===== src/rtl/gene_pkg.sv =====
// Shared definitions for the Boolean gene network blocks: default network
// width, run result codes and the stepper FSM state constants.
package gene_pkg;

    localparam int GENE_N = 8;

    localparam logic [1:0] ST_NONE    = 2'd0;
    localparam logic [1:0] ST_CYCLE   = 2'd1;
    localparam logic [1:0] ST_FIXED   = 2'd2;
    localparam logic [1:0] ST_TIMEOUT = 2'd3;

    typedef logic [1:0] fsm_state_t;

    localparam fsm_state_t S_IDLE = 2'd0;
    localparam fsm_state_t S_SEED = 2'd1;
    localparam fsm_state_t S_STEP = 2'd2;
    localparam fsm_state_t S_DONE = 2'd3;

endpackage


===== src/rtl/gene_update.sv =====
// Ring rule-90 network update: each gene becomes the XOR of its two ring
// neighbours. Purely combinational.
module gene_update
    import gene_pkg::*;
#(
    parameter int N = GENE_N
) (
    input  logic [N-1:0] s,
    output logic [N-1:0] f
);

    for (genvar i = 0; i < N; i++) begin : g_gene
        assign f[i] = s[(i + 1) % N] ^ s[(i + N - 1) % N];
    end

endmodule


===== src/rtl/gene_stepper.sv =====
// Steps the gene network from a seed value until a detector cycle, a fixed
// point or a step limit; optionally sweeps every initial value.
module gene_stepper
    import gene_pkg::*;
#(
    parameter int N         = GENE_N,
    parameter int MAX_STEPS = 16
) (
    input  logic             clk,
    input  logic             rst,
    input  logic             start,
    input  logic             sweep,
    input  logic [N-1:0]     init,
    input  logic             cyc_in,
    output logic [N-1:0]     x,
    output logic             x_valid,
    output logic             seed,
    output logic             busy,
    output logic             done,
    output logic [1:0]       status,
    output logic [N-1:0]     end_state,
    output logic [7:0]       steps,
    output logic [N:0]       cyc_count,
    output fsm_state_t       dbg_state
);

    localparam logic [7:0] MAX_CNT = 8'(MAX_STEPS);

    fsm_state_t   state_q, state_d;
    logic         mode_q, mode_d;
    logic [N-1:0] cur_init_q, cur_init_d;
    logic [N-1:0] x_q, x_d;
    logic [7:0]   cnt_q, cnt_d;
    logic [1:0]   status_q, status_d;
    logic [N-1:0] end_q, end_d;
    logic [7:0]   steps_q, steps_d;
    logic [N:0]   cc_q, cc_d;
    logic [N-1:0] fx;
    logic         run_end;
    logic [1:0]   run_status;

    gene_update #(.N(N)) u_update (
        .s (x_q),
        .f (fx)
    );

    always_comb begin
        state_d    = state_q;
        mode_d     = mode_q;
        cur_init_d = cur_init_q;
        x_d        = x_q;
        cnt_d      = cnt_q;
        status_d   = status_q;
        end_d      = end_q;
        steps_d    = steps_q;
        cc_d       = cc_q;
        run_end    = 1'b0;
        run_status = ST_NONE;
        case (state_q)
            S_IDLE: begin
                if (start) begin
                    state_d    = S_SEED;
                    cur_init_d = init;
                    mode_d     = sweep;
                    cc_d       = '0;
                end
            end
            S_SEED: begin
                x_d     = cur_init_q;
                cnt_d   = '0;
                state_d = S_STEP;
            end
            S_STEP: begin
                // Priority: detector cycle, then fixed point, then step limit.
                run_end = 1'b1;
                if (cyc_in) begin
                    run_status = ST_CYCLE;
                    cc_d       = cc_q + {{N{1'b0}}, 1'b1};
                end else if (fx == x_q) begin
                    run_status = ST_FIXED;
                end else if (cnt_q == MAX_CNT) begin
                    run_status = ST_TIMEOUT;
                end else begin
                    run_end = 1'b0;
                end
                if (run_end) begin
                    status_d = run_status;
                    end_d    = x_q;
                    steps_d  = cnt_q;
                    if (!mode_q || (&cur_init_q)) begin
                        state_d = S_DONE;
                    end else begin
                        cur_init_d = cur_init_q + {{(N-1){1'b0}}, 1'b1};
                        state_d    = S_SEED;
                    end
                end else begin
                    x_d   = fx;
                    cnt_d = cnt_q + 8'd1;
                end
            end
            S_DONE: state_d = S_IDLE;
            default: state_d = S_IDLE;
        endcase
    end

    always_ff @(posedge clk or posedge rst) begin
        if (rst) begin
            state_q    <= S_IDLE;
            mode_q     <= 1'b0;
            cur_init_q <= '0;
            x_q        <= '0;
            cnt_q      <= '0;
            status_q   <= ST_NONE;
            end_q      <= '0;
            steps_q    <= '0;
            cc_q       <= '0;
        end else begin
            state_q    <= state_d;
            mode_q     <= mode_d;
            cur_init_q <= cur_init_d;
            x_q        <= x_d;
            cnt_q      <= cnt_d;
            status_q   <= status_d;
            end_q      <= end_d;
            steps_q    <= steps_d;
            cc_q       <= cc_d;
        end
    end

    assign x         = x_q;
    assign x_valid   = (state_q == S_STEP);
    assign seed      = (state_q == S_SEED);
    assign busy      = (state_q != S_IDLE);
    assign done      = (state_q == S_DONE);
    assign status    = status_q;
    assign end_state = end_q;
    assign steps     = steps_q;
    assign cyc_count = cc_q;
    assign dbg_state = state_q;

endmodule


===== config.mk =====
export PLATFORM = sky130hd
export DESIGN_NAME = gene_stepper
export DESIGN_NICKNAME = d
export VERILOG_FILES = /design/src/rtl/gene_pkg.sv /design/src/rtl/gene_update.sv /design/src/rtl/gene_stepper.sv
export SDC_FILE = /design/constraint.sdc
export NUM_CORES = 1
export LEC_CHECK = 0
export CORE_UTILIZATION = 55
export CTS_BUF_LIST = sky130_fd_sc_hd__clkbuf_4
export DETAILED_ROUTE_END_ITERATION = 10
export MAX_ROUTING_LAYER = met4
export PLACE_DENSITY = 0.87
export RECOVER_POWER = 25
export REMOVE_ABC_BUFFERS = 1
export SYNTH_ARGS = -nofsm -noshare
export SYNTH_HDL_FRONTEND = slang
export SYNTH_HIERARCHICAL = 1
export SYNTH_SLANG_ARGS = --single-unit

===== constraint.sdc =====
create_clock -name clk -period 5.35 [get_ports clk]
set_input_delay 0.8025 -clock clk [delete_from_list [all_inputs] [get_ports clk]]
set_output_delay 0.8025 -clock clk [all_outputs]
set_load 0.05 [all_outputs]

## Word level (Yosys, flattened, before mapping)

Cells that the tools add are included.

| storage, ports and cells | value |
|---|---|
| word-level logic and storage cells | 65 |
| input bits | 13 |
| register bits after elaboration | 54 |
| output and inout port bits | 41 |

| cells by class | value |
|---|---|
| bitwise operators | 8 |
| reduce and logical (&&, ||, !) cells | 13 |
| add/sub/neg operators | 3 |
| mux-type cells | 22 |
| equality and inequality tests | 10 |

Operators with widths:

| operator | count |
|---|---|
| $pmux 8 s2 | 3 |
| $mux 8 | 5 |
| $mux 9 | 2 |
| $pmux 9 s2 | 1 |
| $add 8x1->8 const B | 2 |
| $mux 2 | 6 |
| $add 9x1->9 const B | 1 |
| $eq 8x5->1 const B | 1 |
| $eq 8x8->1 | 1 |
| $ne 2x2->1 const B | 4 |
| $pmux 2 s4 | 1 |
| $reduce_and 2->1 | 4 |
| $reduce_and 8->1 | 1 |
| $xor 1x1->1 | 8 |
| $reduce_bool 2->1 | 3 |
| $eq 2x2->1 const B | 2 |
| $mux 1 | 4 |
| $reduce_and 4->1 | 1 |
| $reduce_and 3->1 | 1 |
| $eq 2x1->1 const B | 1 |
| $logic_not 2->1 | 1 |
| $ne 2x1->1 const B | 1 |
| $logic_not 1->1 | 1 |
| $logic_or 1x1->1 | 1 |

## Depth between registers and ports, before layout

Gate-level depths: netlist of the first run.

| logic depth | value |
|---|---|
| word-level depth | 7 |
| gate-level depth with buffers | 8 |
| gate-level depth less buffers | 7 |

## Modules after synthesis

The synthesis of the first run kept the hierarchy.

By module, submodules not included:

| module | cells each | sequential area each (µm²) | instances | area an instance (µm²) |
|---|---|---|---|---|
| gene_stepper | 294 | 1351.3 | 1 | 2927.8 |
| gene_update | 8 | 0.0 | 1 | 70.1 |

## Worst setup path after synthesis of the first run

Ideal clock, no wire load.

| timing | value |
|---|---|
| path type | reg-to-output |
| from | register state_q[0] (netlist: dbg_state[0]) |
| to | output port seed |
| data arrival time | 1596 ps |
| cell stages (with the launch flop) | 5 |
| path buffers | 2 |
| slack | 2951 ps |
| data required time | 4548 ps |
| cell sequence | dfrtp_1 -> buf_2 -> clkbuf_1 -> nand2_1 -> inv_1 |

| between the ends | value |
|---|---|
| longest elaborated chain between the ends | 1 |

RTL lines:

| item | RTL line | RTL |
|---|---|---|
| from (decl) | gene_stepper.sv:29 | `fsm_state_t state_q, state_d;` |
| from (signal assigned) | gene_stepper.sv:118 | `state_q <= state_d;` |
| $eq 2x1->1 | gene_stepper.sv:132 | `assign seed = (state_q == S_SEED);` |
| to (decl) | gene_stepper.sv:17 | `output logic seed,` |

Every way passes these cells.

## Worst setup path after layout of the first run

| timing | value |
|---|---|
| from | register state_q[0] (netlist: dbg_state[0]) |
| to | output port x_valid |

| between the ends | value |
|---|---|
| longest elaborated chain between the ends | 1 |

RTL lines:

| item | RTL line | RTL |
|---|---|---|
| $eq 2x2->1 | gene_stepper.sv:131 | `assign x_valid = (state_q == S_STEP);` |
| to (decl) | gene_stepper.sv:16 | `output logic x_valid,` |

Every way passes these cells.

==> results.yml, run 1 <==
status:
  status: "finished with violations"
  violations: "capacitance limit, slew limit"
pwr:
  combPwrFrac_pct: 59.3
  ir_drop_uv: 339.3
  p_int_mw: 1.077
  seq_power_share_pct: 32.7
  power.total_mw: 2.220
  clkPwrFrac_pct: 8.0
  swShare_pct: 51.47
  leakage_nw: 1.571
  p_switching_mw: 1.143
  power_density_mw_per_mm2: 614.6
routing:
  wl_met3_microns: 381
  postRouteWirelength_microns: 6704
  wl_met1_microns: 2937
  ant_nets: 0
  met2_length_microns: 3298
  top_layer: "met4"
  via_per_inst: 6.095
  drtIter0Drc: 225
  vias: 2566
  wire_per_inst_microns: 15.92
  route.detailed.drc: 0
  drt-pass1-iter-count: 6
layout:
  instances_no_fill: 421
  drive_gt1_share_pct: 9.687
  post-route-util_pct: 69.84
  nets: 367
  nFillCells: 402
  antenna_cells: 0
  area_growth_pct: 20.49
setup_path:
  cp.arrival_ns: 2.83
  criticalPathCategory: "register to output pin"
  crit_chain: "inv_1 > nand2_1 > inv_2 > clkdlybuf4s50_1"
  r2r_cells: 6
  r2r_slack_ns: 2.57
  crit_required_ns: 4.55
  path_max_fanout: 28
  r2r_end: "cur_init_q[1]"
  critPathLaunchType: "register"
  cp-end-kind: "output pin"
  crit_slowest_cell: "dfrtp_1"
  r2r-start: "dbg_state[0]"
  slowest_delay_ns: 0.91
logic_synthesis:
  yosys-top-cells-count: "dfrtp_1, nand2_1, o21ai_0"
  syn_avg_cell_area_sq_um: 9.927
  synth_top_area_cell: "dfrtp_1"
  synth_most_common_cell: "dfrtp_1"
  yosysTopAreaCellShare_pct: 45.08
  yosys.cell_types.count: 48
  async_reset_ff_share_pct: 100.0
  synth.area.top_cells: "dfrtp_1, nand2_1, o21ai_0, xor2_1, mux2i_1"
  postSynthCellCount: 302
  ys.flop_type: "dfrtp_1"
  synth-seq-cells: 54
  netlist_area_sq_mm: 0.002998
  synth_edf_count: 0
  ys_warn_count: 6
  seq_area_frac_synth_pct: 45.08
clock_tree:
  cts_hold_buf: 0
  clock_sinks: 54
  clock_path_buffers: 2
  cts_made_buffers: 5
  root_buffer: "clkbuf_4"
  ctsHtreeMaxLevel: 2
  path_clk_slew_ns: 0.15
  clk_latency_ns: 0.36
  cts_resized: 0
  post-cts-setup-buffers: 0
  cts_tree: "built"
grt:
  grt_pass1_vias: 2290
  grt_first_pass_wirelength_microns: 10840
  grtUsageTotal_pct: 25.80
  grt_start_max_net_pins: 55
  antenna_found_initial: 0
  grt-ovfl-total: 0
hold_path:
  whs_path_depth: 2
  min_path_type: "register to register"
  min_to: "mode_q"
  min_from: "mode_q"
placement:
  gp_congestion: 0.8800
  dp_cells: 413
  port_buffers: 53
  dpl.hpwl_microns: 4687
sta:
  period_share_pct: 67.87
  period_needed_ns: 3.631
  max_slew_margin_pct: -86.56
  setup_viol: 0
  hold_ws_ns: 0.5026
  fmax_mhz: 275.4
  worstMarginPinSlew_ns: 2.798
  tns_ns: 0
  finClkSkew_ns: 0.01011
  rsz0062_at_grt: "false"
  drv_slew: 55
  hold_viol_final: 0
floorplanning:
  row_count: 26
  core-area_sq_mm: 0.005172
  num_io_pins: 54
  die_w_microns: 75.83
  start_util_pct: 57.96
  die_y_microns: 75.83
  dieArea_sq_mm: 0.005750
run:
  cap_violations: 1
## cells by family after synthesis
kind of cell             share of synthesized area (%)
multiplexers                                     8.640
AO/OA/AOI/OAI                                    17.86
AND/OR/NAND/NOR                                  16.32
XOR/XNOR                                         6.386
buffers and inverters                            4.048
flip-flops                                       45.08
adder cells (fa/ha/maj)                          1.670
## state kept, by name, indices dropped and copies added (netlist names), 2 cells and up
signal / cells
steps: 8
cyc_count: 9
cnt_q: 8
dbg_state: 2
status: 2
end_state: 8
x: 8
cur_init_q: 8
## per-layer routing
metal / track usage, % / vias to the layer above
li1: - / 1191
met1: 35.15 / 1257
met2: 40.90 / 108
met3: 3.571 / 10
met4: 6.173 / 0
met5: - / -
## cells in the final DEF (no fill, tap or decap), drive strengths merged, types with 3 or more instances in the layout
cell / instances
a21oi: 15
a22oi: 8
a31oi: 6
a32o: 5
and3: 10
clkbuf: 7
clkdlybuf4s50: 52
clkinv: 3
dfrtp: 54
ha: 4
inv: 11
mux2: 13
mux2i: 9
nand2: 40
nand3: 9
nand4: 5
nor2: 13
nor3: 6
o21ai: 24
o22ai: 6
xnor2: 8
xor2: 13
## critical path: cells and delay by family, from the launching register on
| family | cells | cell delay [ns] |
|---|---|---|
| AND/OR/NAND/NOR | 1 | 0.24 |
| flip-flops | 1 | 0.91 |
| buffers and inverters | 3 | 1.32 |
## power groups by stage
stage	logic (mW)	registers, mW	clock network (mW)
floorplan	0.638	1.01	0
global placement	1.29	0.715	0
detailed placement	1.31	0.729	0
CTS	1.32	0.720	0.183
global route	1.42	0.744	0.196
finish	1.32	0.726	0.177
## through the flow
stage	area (sq um)	worst slack (ns)
floorplan	2922	2.265
global placement	3562	2.212
detailed placement	3562	2.179
CTS	3616	1.735
global route	3612	1.228
finish	3612	1.719
## worst max path at each step
stage / start / endpoint / slack (ns)
after floorplan: dbg_state[1] / x_valid / 2.26
after global placement: dbg_state[0] / x_valid / 2.21
after detailed placement: dbg_state[0] / x_valid / 2.18
after CTS: dbg_state[0] / x_valid / 1.74
after global routing: rst / cnt_q[5] / 1.23
final: dbg_state[0] / x_valid / 1.72
## area by class of cell
class | count | area [sq um] | area share, %
tap | 70 | 87.58 | 2.425
inverter | 12 | 45.04 | 1.247
clock buffer | 6 | 45.04 | 1.247
clock inverter | 2 | 8.758 | 0.2425
sequential | 54 | 1351 | 37.41
multi-input combinational | 221 | 1525 | 42.22
timing repair buffer | 56 | 549.3 | 15.21
No activity file was read; power rests on OpenSTA's default activity.
==> run 2, diff against run 1 <==
CORE_UTILIZATION = 54   (was 55)
PLACE_DENSITY = 0.86   (was 0.87)
clock period = 3.7 ns   (was 5.35 ns; I/O delays follow)
==> run 2 against run 1 <==
The flow now finishes without violations. Worst setup slack lost 1.0 ns. Sequential power up 45%. Cell area up 0.87%. Worst hold slack better by 0.010 ns. Final cell count grew 0.95%. Clock-buffer cell count is 1 lower. Non-clock buffer count is 4 higher. Via count is 0.82% higher. Global-route usage increased by 0.48 points. Sequential share of layout area down 0.32 points. Register-to-register slack worse by 1.4 ns. Largest power group unchanged.
==> results.yml, run 2 (synthesized netlist as in run 1, its figures left out) <==
setup_path:
  slowest_delay_ns: 0.84
  cp.arrival_ns: 2.44
  crit_chain: "inv_1 > nand2_1 > inv_1 > clkdlybuf4s50_1"
  cp-end-kind: "output pin"
  crit_required_ns: 3.14
  critPathMostFrequentCell: "inv_1"
  criticalPathCategory: "register to output pin"
  crit_slowest_cell: "dfrtp_1"
  cp_top_family: "buffers and inverters"
  cp_num_buf_inv: 3
  path_max_fanout: 19
  critPathLaunchType: "register"
grt:
  grt-ovfl-total: 0
  grt_start_max_net_pins: 34
  antenna_found_initial: 0
  grt_pass1_vias: 2420
  grt_first_pass_wirelength_microns: 11920
  grtUsageTotal_pct: 26.28
pwr:
  power_density_mw_per_mm2: 893.1
  ir_drop_uv: 546.2
  seq_power_share_pct: 32.2
  p_int_mw: 1.569
  combPwrFrac_pct: 59.5
  swShare_pct: 51.80
  clkPwrFrac_pct: 8.3
  leakage_nw: 1.591
  p_switching_mw: 1.686
routing:
  route.detailed.drc: 0
  drt-pass1-iter-count: 5
  postRouteWirelength_microns: 6956
  drtIter0Drc: 218
  wire_per_inst_microns: 16.37
  via_per_inst: 6.087
  vias: 2587
  ant_nets: 0
sta:
  rsz0062_at_grt: "false"
  fmax_mhz: 334.0
  tns_ns: 0
  period_needed_ns: 2.994
  finClkSkew_ns: 0.01949
  hold_ws_ns: 0.5130
  hold_viol_final: 0
  worstMarginPinSlew_ns: 1.237
  setup_viol: 0
  max_slew_margin_pct: 17.42
  drv_slew: 0
  period_share_pct: 80.93
clock_tree:
  ctsHtreeMaxLevel: 2
  post-cts-setup-buffers: 0
  clock_path_buffers: 2
  path_clk_slew_ns: 0.16
  clock_sinks: 54
  cts_tree: "built"
  clk_latency_ns: 0.38
  cts_made_buffers: 5
  cts_resized: 0
  root_buffer: "clkbuf_4"
  cts_hold_buf: 0
layout:
  layout_commonest_cell: "dfrtp_1"
  area_growth_pct: 21.54
  nets: 371
  drive_gt1_share_pct: 10.99
  nFillCells: 407
  antenna_cells: 0
  mostFrequentLayoutCells: "dfrtp_1, clkdlybuf4s50_1, nand2_1"
  largest_register_ffs: 9
  instances_no_fill: 425
  multi_input_area_sq_mm: 0.001525
  seq_area_sq_mm: 0.001351
floorplanning:
  core-area_sq_mm: 0.005238
  die_y_microns: 76.51
  num_io_pins: 54
  dieArea_sq_mm: 0.005854
  die_w_microns: 76.51
  start_util_pct: 57.24
  row_count: 26
hold_path:
  min_path_type: "register to register"
placement:
  dp_cells: 417
  port_buffers: 53
  gp_congestion: 0.8999
  dpl.hpwl_microns: 4913
run:
  cap_violations: 0
status:
  status: "completed"
[run 2: path summary, 6_finish.rpt]
| path | cells after the start | slack (ns) | startpoint | to |
|---|---|---|---|---|
| setup reg to reg | 5 | 1.19 | dbg_state[1] | cur_init_q[2] |
| min in group asynchronous | 2 | 0.92 | rst | cur_init_q[7] |
| hold reg to reg | 2 | 0.51 | mode_q | mode_q |
| max in group asynchronous | 3 | 1.10 | rst | cnt_q[3] |
| setup / recovery | 4 | 0.71 | dbg_state[1] | seed |
| hold / removal | 2 | 0.51 | mode_q | mode_q |
[run 2: worst register-to-register path, delay by kind of cell, from the launching register on]
| family | cells | cell delay [ns] |
|---|---|---|
| DFF | 1 | 0.84 |
| and+or+nand+nor | 2 | 0.79 |
| AOI/OAI and AO/OA | 2 | 0.46 |
| buffers and inverters | 1 | 0.31 |
[run 2: final cells by class]
type | count | area share [%]
clock buffers | 5 | 1.030
flip-flops and latches | 54 | 37.09
well taps | 70 | 2.404
multi-input cells | 221 | 41.86
clock inverters | 3 | 0.5495
repair buffers | 60 | 15.83
inverters | 12 | 1.236
[run 2: power groups by stage]
stage	Sequential (mW)	Clock, mW	Combinational [mW]
floorplan	1.46	0	0.922
global placement	1.05	0	1.89
detailed placement	1.06	0	1.93
CTS	1.04	0.275	1.93
global route	1.08	0.300	2.08
finish	1.05	0.269	1.94
[run 2: metrics by stage]
step | worst slack (ns) | instance area, sq um | total power, mW | utilization [%]
global placement | 1.197 | 3590 | 2.932 | 68.54
floorplan | 0.7547 | 2922 | 2.380 | -
detailed placement | 1.168 | 3590 | 2.982 | 68.54
finish | 0.7058 | 3643 | 3.254 | 69.57
CTS | 0.7138 | 3647 | 3.250 | 69.64
global route | 0.5116 | 3643 | 3.462 | 69.57
[run 2: routing by layer]
layer	wire length, microns	share of wire, %	vias up	track usage (%)
li1	-	-	1190	-
met1	3186	46	1277	35.50
met2	3295	47	111	41.17
met3	362	5.2	9	3.832
met4	111	1.6	0	7.885
met5	0	0	-	-
==> run 3, diff against run 2 <==
CORE_UTILIZATION = 49   (was 54)
PLACE_DENSITY = 0.82   (was 0.86)
clock period = 2.6 ns   (was 3.7 ns; I/O delays follow)
==> run 3 against run 2 <==
Wire length rose by 0.53%. Critical path depth rose by 2. Register-to-register slack got worse by 0.84 ns. Power rose by 47%. Sequential power rose by 37%. Worst hold slack barely moved. Critical path type is now register to register.
==> results.yml, run 3 (synthesized netlist as in run 1, its figures left out) <==
layout:
  antenna_cells: 0
  layout_commonest_cell: "dfrtp_1"
  area_growth_pct: 23.37
  nFillCells: 483
  mostFrequentLayoutCells: "dfrtp_1, clkdlybuf4s50_1, nand2_1"
  nets: 372
  post-route-util_pct: 62.47
  drive_gt1_share_pct: 12.92
  instances_no_fill: 431
  largest_register_ffs: 9
floorplanning:
  num_io_pins: 54
  die_w_microns: 80.22
  dieArea_sq_mm: 0.006435
  core-area_sq_mm: 0.005921
  row_count: 28
  start_util_pct: 50.63
  die_y_microns: 80.22
clock_tree:
  clock_path_buffers: 2
  post-cts-setup-buffers: 0
  root_buffer: "clkbuf_4"
  cts_made_buffers: 5
  cts_resized: 0
  clk_latency_ns: 0.39
  path_clk_slew_ns: 0.16
  cts_hold_buf: 0
  ctsHtreeMaxLevel: 2
  cts_tree: "built"
  clock_sinks: 54
placement:
  preCtsSetupSlack_ns: 0.3879
  dpl.hpwl_microns: 4879
  dp_cells: 423
  port_buffers: 53
  gp_congestion: 0.8645
routing:
  wl_met1_microns: 3050
  top_layer: "met4"
  wire_per_inst_microns: 16.23
  via_per_inst: 5.896
  postRouteWirelength_microns: 6993
  route.detailed.drc: 0
  met2_length_microns: 3381
  vias: 2541
  wl_met3_microns: 417
  drtIter0Drc: 262
  ant_nets: 0
  drt-pass1-iter-count: 5
hold_path:
  min_path_type: "input port to register"
  whs_path_depth: 3
setup_path:
  r2r_cells: 6
  cp-end-kind: "register"
  path_max_fanout: 16
  criticalPathCategory: "register to register"
  crit_required_ns: 2.87
  critPathLaunchType: "register"
  cp.arrival_ns: 2.52
sta:
  fmax_mhz: 444.7
  setup_viol: 0
  period_needed_ns: 2.249
  tns_ns: 0
  rsz0062_at_grt: "false"
  period_share_pct: 86.50
  max_slew_margin_pct: 13.27
  setup_ws_ns: 0.3511
  hold_viol_final: 0
  finClkSkew_ns: 0.01810
  drv_slew: 0
  worstMarginPinSlew_ns: 1.301
pwr:
  seq_power_share_pct: 30.1
  combPwrFrac_pct: 59.7
  swShare_pct: 50.34
  p_int_mw: 2.373
  power.total_mw: 4.778
  clkPwrFrac_pct: 10.1
  p_switching_mw: 2.405
  power_density_mw_per_mm2: 1292
  leakage_nw: 1.622
  ir_drop_uv: 946.9
grt:
  grt_pass1_vias: 2412
  grt-ovfl-total: 0
  antenna_found_initial: 0
  grt_first_pass_wirelength_microns: 11730
  grt_start_max_net_pins: 55
  grtUsageTotal_pct: 24.49
run:
  cap_violations: 0
status:
  status: "completed"
==> run 3: cell count changes in the layout (fill, tap and decap cells not counted) <==
| cell | before | now |
|---|---|---|
| inv_1 | 11 | 10 |
| clkbuf_4 | 5 | 6 |
| clkbuf_2 | 0 | 1 |
| buf_12 | 0 | 2 |
| clkdlybuf4s50_1 | 51 | 47 |
| inv_6 | 1 | 0 |
| clkbuf_1 | 1 | 0 |
| buf_4 | 7 | 10 |
| bufinv_16 | 0 | 1 |
==> run 3: worst max-delay path, stage by stage, from the launching register on <==
cell	delay, ns
dfrtp_1	0.54
xor2_1	0.25
xnor2_1	0.19
nand4_1	0.24
o21ai_4	0.34
nand2_4	0.22
mux2_4	0.35
==> run 3: area by class of cell <==
cell class / count / area, sq um / area share [%]
clock buffer: 6 / 45.04 / 1.218
clock inverter: 2 / 37.54 / 1.015
inverter: 12 / 45.04 / 1.218
multi-input combinational: 221 / 1525 / 41.24
sequential: 54 / 1351 / 36.54
tap: 75 / 93.84 / 2.537
timing repair buffer: 61 / 600.6 / 16.24
==> run 3: metal layers <==
metal  global-route usage [%]  vias up
met5                        -        -
met4                    8.036        0
met3                    4.545       14
met2                    38.55      107
met1                    32.00     1225
li1                         -     1195
==> run 3: path summary, 6_finish.rpt <==
path,start,to,slack (ns)
setup / recovery,x[5],end_state[0],0.35
hold / removal,sweep,mode_q,0.51
setup reg to reg,x[5],end_state[0],0.35
hold reg to reg,steps[5],steps[5],0.52
max in group asynchronous,rst,x[1],0.95
min in group asynchronous,rst,mode_q,0.85
==> run 3: through the flow <==
stage	instance area [sq um]	hold slack, ns
after floorplan	2922	0.4393
after global placement	3631	0.4601
after detailed placement	3631	0.4944
after CTS	3714	0.3533
after global routing	3699	0.5311
final	3699	0.5130
==> run 3: power groups by stage <==
stage          clock (mW)  combinational, mW  sequential (mW)
4_1_cts             0.495               2.86             1.44
3_3_place_gp            0               2.77             1.44
2_1_floorplan           0               1.31             2.07
5_1_grt             0.529               3.07             1.49
3_5_place_dp            0               2.85             1.45
6_report            0.484               2.85             1.44
